$ cat src/rtl/bias_sched.sv
// Read-side scheduler for the bias CDC FIFO: one bias word per channel group,
// held stable while the conv engine consumes that group's pixel beats.
module bias_sched #(
  parameter int DATA_W = 512,
  parameter int GRP_W  = 10,
  parameter int PIX_W  = 16
) (
  input  logic              clk_100M,
  input  logic              rst_n,
  input  logic              cfg_start,
  input  logic [GRP_W-1:0]  cfg_grp_num,
  input  logic [PIX_W-1:0]  cfg_pix_num,
  input  logic              fifo_empty,
  output logic              fifo_rd_en,
  input  logic [DATA_W-1:0] fifo_q,
  input  logic              pix_beat,
  output logic              bias_vld,
  output logic [DATA_W-1:0] bias_data,
  output logic              busy,
  output logic              layer_done,
  output logic              underrun_err
);

  typedef enum logic [2:0] {
    S_IDLE,
    S_FETCH,
    S_WAIT,
    S_HOLD,
    S_DONE
  } state_t;

  state_t           state;
  logic [GRP_W-1:0] grp_num;
  logic [GRP_W-1:0] grp_cnt;
  logic [PIX_W-1:0] pix_num;
  logic [PIX_W-1:0] pix_cnt;
  logic             grp_last;
  logic             pix_last;

  assign fifo_rd_en = (state == S_FETCH) && !fifo_empty;
  assign busy       = (state != S_IDLE);
  assign bias_vld   = (state == S_HOLD);
  assign layer_done = (state == S_DONE);

  assign grp_last = (grp_cnt == grp_num - GRP_W'(1));
  assign pix_last = (pix_cnt == pix_num - PIX_W'(1));

  always_ff @(posedge clk_100M or negedge rst_n) begin
    if (!rst_n) begin
      state        <= S_IDLE;
      grp_num      <= '0;
      grp_cnt      <= '0;
      pix_num      <= '0;
      pix_cnt      <= '0;
      bias_data    <= '0;
      underrun_err <= 1'b0;
    end else begin
      // Beats arriving without a valid bias are dropped, only flagged.
      if (busy && pix_beat && !bias_vld)
        underrun_err <= 1'b1;
      unique case (state)
        S_IDLE: begin
          if (cfg_start) begin
            grp_num      <= cfg_grp_num;
            pix_num      <= (cfg_pix_num == '0) ? PIX_W'(1)
                                                : cfg_pix_num;
            grp_cnt      <= '0;
            pix_cnt      <= '0;
            underrun_err <= 1'b0;
            state        <= (cfg_grp_num == '0) ? S_DONE : S_FETCH;
          end
        end
        S_FETCH: begin
          if (fifo_rd_en)
            state <= S_WAIT;
        end
        S_WAIT: begin
          bias_data <= fifo_q;
          pix_cnt   <= '0;
          state     <= S_HOLD;
        end
        S_HOLD: begin
          if (pix_beat) begin
            if (!pix_last) begin
              pix_cnt <= pix_cnt + PIX_W'(1);
            end else if (grp_last) begin
              state <= S_DONE;
            end else begin
              grp_cnt <= grp_cnt + GRP_W'(1);
              state   <= S_FETCH;
            end
          end
        end
        S_DONE: begin
          state <= S_IDLE;
        end
        default: begin
          state <= S_IDLE;
        end
      endcase
    end
  end

endmodule

$ cat config.mk
export PLATFORM = sky130hd
export DESIGN_NAME = bias_sched
export DESIGN_NICKNAME = d
export VERILOG_FILES = /design/src/rtl/bias_sched.sv
export SDC_FILE = /design/constraint.sdc
export NUM_CORES = 1
export LEC_CHECK = 0
export ABC_AREA = 1
export CORE_AREA = 8 8 406 408
export CTS_CLUSTER_SIZE = 30
export DETAILED_ROUTE_END_ITERATION = 10
export DIE_AREA = 0 0 414 416
export GPL_TIMING_DRIVEN = 0
export PLACE_DENSITY_LB_ADDON = 0.1
export SLEW_MARGIN = 20
export SYNTH_ARGS = -nofsm -noshare
export SYNTH_HDL_FRONTEND = slang
export SYNTH_SLANG_ARGS = --single-unit
$ cat constraint.sdc
create_clock -name clk_100M -period 2.1 [get_ports clk_100M]
set_clock_uncertainty 0.1 [all_clocks]
set_input_delay 0.42 -clock clk_100M [delete_from_list [all_inputs] [get_ports clk_100M]]
set_output_delay 0.42 -clock clk_100M [all_outputs]
set_load 0.03 [all_outputs]
==> impl_metrics.ini <==
[layout]
final_util_pct = 25.1
layout-drive-gt1-share_pct = 12.3
nFillCells = 17500
regArea_um2 = 14200
fin_nets = 4467
multi_input_comb_area_um2 = 8430
areaGrowthSynthToFinish_pct = 72.0

[grt]
overflow = 0
grt_usage_pct = 15.7
antenna_found_initial = 44
grt_pass1_wl_um = 193000
grt_pass1_vias = 23200
grt_max_degree = 83

[yosys]
yosysSeqAreaShare_pct = 61.4
syn-cell-area_um2 = 23200
ys_ff_latch = 568
async_flop_share_pct = 100
synth_common_cells = 1701 x nand2_1, 568 x dfrtp_1, 114 x clkbuf_1, 71 x nor2_1, 62 x inv_1
yosysMostFrequentCell = nand2_1
synth_edf_count = 0
syn-num-nets = 3292
ys.flop_type = dfrtp_1
synth.area.top_cells = dfrtp_1 61%, nand2_1 28%, clkbuf_1 1.8%, xor2_1 1.3%, nor2_1 1.2%
yosysUniqueCellTypes = 36
yosysWarnings = 0
synth_top_area_share_pct = 61.4
syn-instance-count = 2745
post-synth-top-area-cell = dfrtp_1
syn_avg_cell_area_um2 = 8.44

[setup_path]
cp-start-kind = register
cp-end-kind = register
required_ns = 2.55
critPathMaxFanout = 5
crit_arrival_ns = 2.77
crit_type = register to register

[placed_design]
gp_congestion = 0.813
place_ws_ns = -1.75
hpwl_um = 113000
io_buffers = 1058

[power]
ir_drop_v = 0.000724
power_leakage_nw = 19.7
totalPowerFinal_mw = 69.5
p_per_area_nw_per_um2 = 1740

[detailed_routing]
drt_iter0_markers = 1157
wl_per_cell_um = 23.0
drc = 0
viasPerCell = 3.65
vias = 22200
drtAntennaViolNets = 0
drt-total-wl_um = 140000
dr.pass1.iters = 5

[cts]
cts_tree = done
htreeDepth = 3
clockBufferDepth = 3
cts_root_buf = clkbuf_16
clk-insertion-delay-late_ns = 0.66
cts_made_buffers = 81
cts.clk_slew.worst_paths_ns = 0.05
cts.sinks = 568

[timing]
slew_headroom_pct = 52.5
finalHoldViolCount = 76
max_freq_mhz = 431
min_period_ns = 2.32
finalCritPeriodShare_pct = 110
tightest_slew_ns = 0.712
rsz0062_at_grt = yes
setup_ws_ns = -0.218
whs_ns = -0.428
final-setup-viol-count = 31
slew_viol_final = 0

[floorplanning]
dieArea_um2 = 172000
rows = 147
initial_core_util_pct = 14.6
die_h_um = 416
pin_count = 1060
coreArea_um2 = 159000
dieWidth_um = 414

[flow_run]
max_cap_viol_count = 0

[worst_hold_path]
min_path_type = input port to async pin

[outcome]
violations = hold timing, setup timing
status = finished with violations
[kinds of logic after synthesis]
kind of cell	share of synthesized area, %
buf+inv	3.32
mux	0.389
fa+ha+maj	0.216
xor+xnor	1.89
compound gates	0.854
simple gates	32.0
flops	61.4
[flip-flops by register name, summed over array words and instances, names as in the netlist]
name,flops
bias_data,512
pix_num,16
underrun_err,1
grp_num,10
grp_cnt,10
state,3
pix_cnt,16
[final cells by class]
class                           count  share of cell area [%]
Clock buffer                      122                    6.00
Antenna cell                       11                  0.0691
Buffer                            127                    2.41
Sequential cell                   568                    35.7
Timing Repair Buffer             1090                    26.7
Inverter                           68                   0.713
Tap cell                         2086                    6.55
Clock inverter                     21                   0.657
Multi-Input combinational cell   1984                    21.2
[cell usage in the layout (no fill, tap or decap), types with 11 or more instances in the layout]
cell type,instances
clkbuf_4,33
xor2_1,35
xnor2_1,15
clkdlybuf4s15_2,84
nand2_2,21
clkdlybuf4s15_1,83
buf_4,26
clkbuf_2,67
dlygate4sd2_1,317
inv_1,56
nor2_1,60
nor2_4,13
clkbuf_16,86
o21ai_0,13
nand3_1,35
nor3_1,12
clkbuf_8,33
diode_2,11
clkbuf_1,37
nand2_1,1681
dfrtp_1,558
nor2_2,11
clkinv_2,11
clkdlybuf4s50_1,540
nand4_1,21
[critical path, stage by stage, from the launching register on]
cell	delay, ns
dfrtp_1	0.40
inv_2	0.09
ha_4	0.16
nand3_4	0.11
nor2_4	0.13
nand2_2	0.07
or2_0	0.19
nand2_1	0.11
nand3_1	0.09
nor2_2	0.12
nand3_2	0.11
nand2_4	0.13
nand2_8	0.11
clkbuf_16	0.19
nand3_2	0.05
nand2_1	0.05
[routing by layer]
| layer | wire length (µm) | share of wire, % | track usage, % | up-vias |
|---|---|---|---|---|
| li1 | - | - | - | 10800 |
| met1 | 52600 | 38 | 17.1 | 10600 |
| met2 | 74500 | 53 | 29.3 | 649 |
| met3 | 10500 | 7.5 | 5.66 | 168 |
| met4 | 2390 | 1.7 | 2.98 | 16 |
| met5 | 108 | 0.077 | 0 | - |
[where the power goes]
group          switching [mW]  leakage [nW]  internal (mW)
combinational            24.7          11.4           11.4
sequential               3.30          7.01           16.2
clock                    5.72          1.31           8.16
total                    33.7          19.7           35.8
[final timing paths]
check	from	endpoint	slack (ns)	cells after the start
max	pix_num[1]$_DFFE_PN0P_	pix_cnt[0]$_DFFE_PN0P_	-0.22	15
min	rst_n	bias_data[357]$_DFFE_PN0P_	-0.43	1
max reg2reg	pix_num[1]$_DFFE_PN0P_	pix_cnt[0]$_DFFE_PN0P_	-0.22	15
min reg2reg	bias_data[302]$_DFFE_PN0P_	bias_data[302]$_DFFE_PN0P_	0.37	2
max in group asynchronous	rst_n	bias_data[218]$_DFFE_PN0P_	0.37	5
min in group clk_100M	cfg_start	pix_num[6]$_DFFE_PN0P_	0.12	3
[per-stage QoR]
| stage | setup TNS (ns) | hold WS, ns | instance area [µm²] | instances |
|---|---|---|---|---|
| after floorplan | 0 | 0.0244 | 23200 | 2745 |
| after detailed placement | -712.92 | 0.364 | 36600 | 5897 |
| after CTS | -5.69 | -0.424 | 39700 | 6061 |
| after global routing | -10.25 | -0.472 | 39800 | 6072 |
| after global placement | - | 0.363 | 36400 | 5889 |
| final | -5.29 | -0.428 | 39800 | 6077 |
[repair_timing]
item | in CTS | in global routing
setup buffers | 19 | 3
pin swaps | 17 | 20
endpoints found under the hold margin | 67 | 67
setup endpoints to repair | 1075 | 342
gates cloned | 2 | 2
gates resized for setup | 1026 | 107
Note: power is estimated with default switching activity, not from simulation.
